File: src/rtl/stream_demux_pkg.sv
`default_nettype none
// ============================================================================
// Module  : stream_demux_pkg
// Purpose : Shared constants and channel encoding for the 16-bit stream demux.
// Revision: 1.0 - initial release
// ============================================================================
package stream_demux_pkg;

  localparam int WIDTH_DEFAULT = 16;
  localparam int FIFO_DEPTH    = 2;

  typedef enum logic {
    CH_A = 1'b0,
    CH_B = 1'b1
  } channel_e;

endpackage : stream_demux_pkg
`default_nettype wire

File: src/rtl/demux_fifo_2.sv
`default_nettype none
// ============================================================================
// Module  : demux_fifo_2
// Purpose : Two-entry synchronous FIFO with registered occupancy and zeroed head.
// Revision: 1.0 - initial release
// ============================================================================
module demux_fifo_2
  import stream_demux_pkg::*;
#(
  parameter int WIDTH = WIDTH_DEFAULT
) (
  input  logic             clk,
  input  logic             rst_n,
  input  logic             push,
  input  logic [WIDTH-1:0] push_data,
  input  logic             pop,
  output logic             full,
  output logic             empty,
  output logic [WIDTH-1:0] head
);

  localparam logic [1:0] C_CNT_FULL = 2'd2;

  logic [WIDTH-1:0] r_mem [FIFO_DEPTH];
  logic             r_wptr;
  logic             r_rptr;
  logic [1:0]       r_count;

  logic             w_push;
  logic             w_pop;

  assign full   = (r_count == C_CNT_FULL);
  assign empty  = (r_count == 2'd0);
  assign w_push = push && !full;
  assign w_pop  = pop && !empty;
  // Head reads as zero when nothing is stored so consumers never see stale data.
  assign head   = empty ? '0 : r_mem[r_rptr];

  always_ff @(posedge clk) begin
    if (!rst_n) begin
      r_wptr   <= 1'b0;
      r_rptr   <= 1'b0;
      r_count  <= 2'd0;
      r_mem[0] <= '0;
      r_mem[1] <= '0;
    end else begin
      if (w_push) begin
        r_mem[r_wptr] <= push_data;
        r_wptr        <= ~r_wptr;
      end
      if (w_pop) begin
        r_rptr <= ~r_rptr;
      end
      case ({w_push, w_pop})
        2'b10:   r_count <= r_count + 2'd1;
        2'b01:   r_count <= r_count - 2'd1;
        default: r_count <= r_count;
      endcase
    end
  end

endmodule : demux_fifo_2
`default_nettype wire

File: src/rtl/stream_demux_16.sv
`default_nettype none
// ============================================================================
// Module  : stream_demux_16
// Purpose : One-to-two valid/ready stream demux with per-channel beat counters.
// Revision: 1.0 - initial release
// ============================================================================
module stream_demux_16
  import stream_demux_pkg::*;
#(
  parameter int WIDTH = WIDTH_DEFAULT,
  parameter int DEPTH = FIFO_DEPTH,
  parameter int CNT_W = 16
) (
  input  logic             clk,
  input  logic             rst_n,
  input  logic [WIDTH-1:0] in_data,
  input  logic             in_sel,
  input  logic             in_valid,
  output logic             in_ready,
  output logic [WIDTH-1:0] out_a_data,
  output logic             out_a_valid,
  input  logic             out_a_ready,
  output logic [WIDTH-1:0] out_b_data,
  output logic             out_b_valid,
  input  logic             out_b_ready,
  output logic [CNT_W-1:0] cnt_a,
  output logic [CNT_W-1:0] cnt_b
);

  generate
    if (DEPTH != FIFO_DEPTH) begin : g_depth_check
      $error("stream_demux_16: only DEPTH == 2 is supported");
    end
  endgenerate

  channel_e         w_sel_ch;
  logic             w_full_a;
  logic             w_full_b;
  logic             w_empty_a;
  logic             w_empty_b;
  logic             w_push;
  logic             w_push_a;
  logic             w_push_b;
  logic             w_pop_a;
  logic             w_pop_b;
  logic [CNT_W-1:0] r_cnt_a;
  logic [CNT_W-1:0] r_cnt_b;

  assign w_sel_ch = channel_e'(in_sel);

  // Ready looks only at stored occupancy, so a full channel stays blocked even
  // while its consumer drains it this cycle.
  assign in_ready = rst_n && ((w_sel_ch == CH_B) ? !w_full_b : !w_full_a);

  assign w_push   = in_valid && in_ready;
  assign w_push_a = w_push && (w_sel_ch == CH_A);
  assign w_push_b = w_push && (w_sel_ch == CH_B);

  assign out_a_valid = !w_empty_a;
  assign out_b_valid = !w_empty_b;
  assign w_pop_a     = out_a_valid && out_a_ready;
  assign w_pop_b     = out_b_valid && out_b_ready;

  demux_fifo_2 #(
    .WIDTH (WIDTH)
  ) u_fifo_a (
    .clk       (clk),
    .rst_n     (rst_n),
    .push      (w_push_a),
    .push_data (in_data),
    .pop       (w_pop_a),
    .full      (w_full_a),
    .empty     (w_empty_a),
    .head      (out_a_data)
  );

  demux_fifo_2 #(
    .WIDTH (WIDTH)
  ) u_fifo_b (
    .clk       (clk),
    .rst_n     (rst_n),
    .push      (w_push_b),
    .push_data (in_data),
    .pop       (w_pop_b),
    .full      (w_full_b),
    .empty     (w_empty_b),
    .head      (out_b_data)
  );

  always_ff @(posedge clk) begin
    if (!rst_n) begin
      r_cnt_a <= '0;
      r_cnt_b <= '0;
    end else begin
      if (w_pop_a) begin
        r_cnt_a <= r_cnt_a + CNT_W'(1);
      end
      if (w_pop_b) begin
        r_cnt_b <= r_cnt_b + CNT_W'(1);
      end
    end
  end

  assign cnt_a = r_cnt_a;
  assign cnt_b = r_cnt_b;

endmodule : stream_demux_16
`default_nettype wire

File: config.mk
export PLATFORM = sky130hd
export DESIGN_NAME = stream_demux_16
export DESIGN_NICKNAME = d
export VERILOG_FILES = /design/src/rtl/stream_demux_pkg.sv /design/src/rtl/demux_fifo_2.sv /design/src/rtl/stream_demux_16.sv
export SDC_FILE = /design/constraint.sdc
export NUM_CORES = 1
export LEC_CHECK = 0
export CAP_MARGIN = 5
export CORE_ASPECT_RATIO = 0.9
export CORE_UTILIZATION = 35
export CTS_CLUSTER_DIAMETER = 80
export DETAILED_ROUTE_END_ITERATION = 16
export PLACE_DENSITY = 0.66
export SLEW_MARGIN = 0
export SYNTH_ARGS = -nofsm -noshare
export SYNTH_HDL_FRONTEND = slang
export SYNTH_SLANG_ARGS = --single-unit
File: constraint.sdc
create_clock -name clk -period 8.5 [get_ports clk]
set_input_delay 1.7 -clock clk [delete_from_list [all_inputs] [get_ports clk]]
set_output_delay 1.7 -clock clk [all_outputs]
set_load 0.005 [all_outputs]
### Word-level counts from Yosys, hierarchy flattened

Memories as Yosys holds them, arrays and structs flattened. A register that Yosys moved wholly into a read port is not among the register bits.
Cells that the tools add are included.

| storage, ports and cells | value |
|---|---|
| flip-flop bits (word level) | 40 |
| memories | 2 |
| memory bits (writable) | 64 |
| bits of input ports | 22 |
| word-level logic and storage cells | 69 |
| output and inout port bits | 67 |

Memory list:

| memory | words | bits a word | rd ports | clocked after Yosys merged registers in | wr ports | line | text |
|---|---|---|---|---|---|---|---|
| u_fifo_a.r_mem | 2 | 16 | 1 | 1 | 2 | demux_fifo_2.sv:24 | `logic [WIDTH-1:0] r_mem [FIFO_DEPTH];` |
| u_fifo_b.r_mem | 2 | 16 | 1 | 1 | 2 | demux_fifo_2.sv:24 |  |

| operators by class | value |
|---|---|
| equal/unequal tests | 6 |
| reductions and logical operators | 20 |
| bitwise logic cells | 5 |
| add/sub/neg operators | 6 |
| multiplexer cells | 22 |

Operators with widths:

| kind | number |
|---|---|
| 2-to-1 mux 16 bit | 4 |
| adder 16 x 1 -> 16 bit, second input constant | 2 |
| OR reduction 16 bit | 2 |
| 2-to-1 mux 1 bit | 16 |
| logical AND 1 bit | 10 |
| == test 2 bit, second input constant | 4 |
| case mux 2 bit (2 select lines) | 2 |
| inverter 1 bit | 5 |
| adder 2 x 1 -> 2 bit, second input constant | 2 |
| == test 2 x 1 -> 1 bit, second input constant | 2 |
| zero test 1 bit | 4 |
| zero test 2 bit | 2 |
| nonzero test 2 bit | 2 |
| subtractor 2 x 1 -> 2 bit, second input constant | 2 |

### Logic depth before layout (Yosys ltp)

| logic depth | value |
|---|---|
| word-level depth | 12 |
| mapped depth | 9 |
| mapped depth without buffers | 8 |

### Cells and area by module

From an unflattened synthesis, not the netlist that was laid out.

| second synthesis, totals | value |
|---|---|
| cells, all modules | 464 |
| area total of the unflattened synthesis | 4767.1 um^2 |

Modules (own cells, without submodules):

| module | instances | sequential area each (um^2) | cells each | area each (um^2) |
|---|---|---|---|---|
| demux_fifo_2 | 2 | 1061.0 | 148 | 1640.3 |
| stream_demux_16 | 1 | 640.6 | 168 | 1486.4 |

### Worst setup path after synthesis

OpenSTA, ideal clock, no wires.

| path | value |
|---|---|
| kind | input -> register |
| start point | input in_valid |
| end point | memory u_fifo_a.r_mem[0][0] in the netlist's numbering, enable pin |
| required time | 8.089 ns |
| setup slack | 4.565 ns |
| stages | 4 |
| library setup time | 0.411 ns |
| buffers on the path | 0 |
| arrival time | 3.524 ns |
| cell sequence | nand2_1 nor3_1 inv_1 o21ai_0 |

RTL lines:

| element | line | text |
|---|---|---|
| start, declared | stream_demux_16.sv:18 | `input logic in_valid,` |
| end, declared | demux_fifo_2.sv:24 |  |

### Worst setup path in the final report

| path | value |
|---|---|
| start point | input rst_n |
| end point | output in_ready |

| between the ends | value |
|---|---|
| longest elaborated chain between the ends | 1 |

Ends and longest elaborated chain:

| element | line | text |
|---|---|---|
| start, declared | stream_demux_16.sv:15 | `input logic rst_n,` |
| logical AND 1 bit | stream_demux_16.sv:53 | `assign in_ready = rst_n && ((w_sel_ch == CH_B) ? !w_full_b : !w_full_a);` |
| end, declared | stream_demux_16.sv:19 | `output logic in_ready,` |

No other way between the ends.

==> metrics.md <==
| Metric | Value |
|---|---|
| R2R Path Start | `u_fifo_b.r_count[0]` |
| Initial Util | `35.8%` |
| CTS clk-pin slew, worst paths | `70 ps` |
| Hold Crit Class | `flip-flop to flip-flop` |
| Area of the mapped netlist | `4760 sq um` |
| Die area | `14,100 sq um` |
| Worst Tran Pin Value | `1160 ps` |
| Nets | `544` |
| Post-route insts no fill | `691` |
| Syn_area_per_cell | `10.9 sq um` |
| Failing checks | `DRC` |
| Critical Path AT | `4010 ps` |
| Routed wire per std cell | `15.1 microns` |
| Die Wd | `125 microns` |
| Flops & latches, synth | `106` |
| Outcome | `finished with violations` |
| GRT overflow | `0` |
| Pwr Density | `193 nW/um^2` |
| Area delta synth->final | `27.5%` |
| Cts bufs inserted | `9` |
| Cell variety after synth | `33` |
| Seq/Total Area, Yosys | `58.0%` |
| Max-slew violations | `0` |
| Simple-gate portion of the synthesized area | `22.3%` |
| Post-synthesis adder-cell area fraction | `1.05%` |
| Hold Crit Start | `cnt_b[15]` |
| Post-cts resize count | `0` |
| Via Count | `3,408` |
| Crit path largest cell delay | `810 ps` |
| Initial antenna violation count | `0` |
| Minimum clock period | `5710 ps` |
| Final setup fails | `0` |
| Crit path from | `rst_n` |
| Gpl congestion | `0.781` |
| DIE HEIGHT | `113 microns` |
| PortBufs | `88` |
| Vias/cell | `4.93` |
| CP max stage cell | `clkdlybuf4s50_1` |
| Clk buf depth | `2` |
| Fmax | `175 MHz` |
| Hold Violations, Final | `0` |
| Rows | `40` |
| Max-cap violations | `0` |
| Final HPWL DP | `7410 microns` |
| Root Driver | `clkbuf_16` |
| Finished Cell Area | `6070 sq um` |
| Combinational family with the most area after synthesis | `simple AND/OR/NAND/NOR gates` |
| CP Cell Sequence | `clkdlybuf4s50_1, inv_1, a21oi_1, clkdlybuf4s50_1` |
| Critical path peak fanout | `38` |
| Total negative setup slack | `0 ps` |
| DRC | `4` |
| Pleak | `2.20 nW` |
| Final Util | `45.6%` |
| Worst path bufs/invs | `3` |
| Drt first pass iters | `14` |
| CTS tree | `done` |
| Largest net degree at the start of global routing | `39` |
| Post-route ant nets | `0` |
| # clock sinks | `106` |
| Fraction of registers with async set/reset | `0%` |
| Post-CTS setup buffers | `0` |
| Fillcell total | `1,210` |
| First-pass GRT wire length | `16,500 microns` |
| CTS H-Tree Depth | `3` |
| # diodes | `0` |
| CP most frequent cell | `clkdlybuf4s50_1` |
| WS Path Type | `input pin to primary output` |
| Drt total wl | `10,400 microns` |
| Yosys warnings | `0` |
| Most frequent cells in the layout | `clkdlybuf4s50_1 (88), nor2_1 (67), edfxtp_1 (64)` |
| Post-synthesis mux area share | `7.57%` |
| Initial DRC Count | `129` |
| WP data required | `6800 ps` |
| Synth Net Count | `463` |
| Vias in the first global route | `3,230` |
| Io pins | `89` |
| # placed instances | `675` |
| RSZ-0062 raised after global routing | `false` |
| Core area | `13,300 sq um` |
| Hold-fix buffers at CTS | `0` |
| Relative slew slack | `22.5%` |
| Final setup skew | `6.58 ps` |
| Worst-skew pair later-pin latency | `330 ps` |
| Max VDD drop | `0.000109 V` |
| Commonest non-fill, non-tap cell in the layout | `clkdlybuf4s50_1` |
| Top_reg_cell synth | `edfxtp_1` |
| Synth Area in Compound Gates | `3.39%` |
| Final period utilization | `67.2%` |
| Worst Setup Start Kind | `input pin` |
| Total GRT Usage | `15.0%` |
| Synth Area in XOR/XNOR | `4.96%` |
| Placed inst area | `5800 sq um` |
| Synth Instances | `437` |
| Layout cell share with drive strength beyond 1 | `3.82%` |
| Worst Setup End Kind | `primary output` |
| Number of synthesized flops with an enable pin | `64` |
| Cell family with most CP delay | `buffers and inverters` |
-- worst register-to-register path, delay by kind of cell, from the launching register on --
family                     cells  cell delay (ps)
adders and majority gates      1              310
DFF                            1              380
and+or+nand+nor                3             1550
buffers and inverters          2              280
AOI/OAI and AO/OA              1              140
-- synthesized netlist by cell type, drive strengths merged (2+ instances only) --
library cell / count / area share [%]
buf: 5 / 0.53
o2111ai: 2 / 0.37
nor4: 5 / 0.66
and3: 33 / 4.3
o21ai: 12 / 1.3
nand2b: 4 / 0.53
mux2i: 36 / 7.6
dfxtp: 42 / 18
o211ai: 2 / 0.32
nor2: 67 / 5.3
or4: 2 / 0.39
nand2: 19 / 1.5
clkbuf: 17 / 1.3
xor2: 10 / 1.8
xnor2: 17 / 3.1
and2: 32 / 4.2
or2: 2 / 0.26
and4: 3 / 0.55
nor3: 8 / 0.84
nand4: 8 / 1.4
ha: 4 / 1.1
nand3: 10 / 1.1
or3: 9 / 1.2
edfxtp: 64 / 40
inv: 11 / 0.87
a21oi: 10 / 1.1
-- logic make-up after synthesis --
family                   after synthesis
AO/OA/AOI/OAI                         28
XOR/XNOR                              27
adder cells (fa/ha/maj)                4
buffers and inverters                 33
flip-flops                           106
multiplexers                          36
AND/OR/NAND/NOR                      203
-- power by group --
group / leakage [nW] / internal [W] / total, W / switching (W)
combinational: 1.07 / 0.0000964 / 0.000184 / 0.0000876
sequential: 1.01 / 0.000573 / 0.000606 / 0.0000336
clock: 0.130 / 0.000215 / 0.000384 / 0.000169
-- metrics by stage --
| step | worst slack, ps | hold slack, ps | total power, W |
|---|---|---|---|
| 5_1_grt | 2600 | 510 | 0.00123 |
| 6_report | 2790 | 477 | 0.00117 |
| 4_1_cts | 2710 | 484 | 0.00119 |
| 2_1_floorplan | 4560 | 462 | 0.000708 |
| 3_5_place_dp | 2740 | 469 | 0.000804 |
| 3_3_place_gp | 2790 | 463 | 0.000798 |
-- routing by layer --
layer  vias to the layer above  global-route usage (%)  share of wire (%)
met4                         0                    6.18                1.6
met1                      1648                    19.3                 45
met3                        12                    2.43                3.2
met5                         -                       0                  0
met2                        53                    25.1                 50
li1                       1695                       -                  -
-- area by class of cell --
cell class,instances,area [sq um],area share [%]
clock inverters,3,15.0,0.247
flip-flops and latches,106,2760,45.5
repair buffers,92,911,15.0
well taps,168,210,3.46
multi-input cells,298,1870,30.8
clock buffers,13,262,4.31
inverters,11,41.3,0.680
-- path summary, 6_finish.rpt --
| check | endpoint | slack, ps | cells after the start |
|---|---|---|---|
| worst max-delay path | in_ready | 2790 | 4 |
| worst min-delay path | cnt_b[15] | 480 | 2 |
| worst min register to register | cnt_b[15] | 480 | 2 |
| worst max register to register | u_fifo_b.r_count[1] | 5750 | 7 |
-- registers in the layout, summed over array words and instances, names as in the netlist, named ones only --
name,cells
cnt_b,16
cnt_a,16
u_fifo_a.r_wptr,1
u_fifo_b.r_count,2
u_fifo_b.r_mem,32
u_fifo_b.r_wptr,1
u_fifo_a.r_rptr,1
u_fifo_b.r_rptr,1
u_fifo_a.r_count,2
u_fifo_a.r_mem,32
Note: power is estimated with default switching activity, not from simulation.
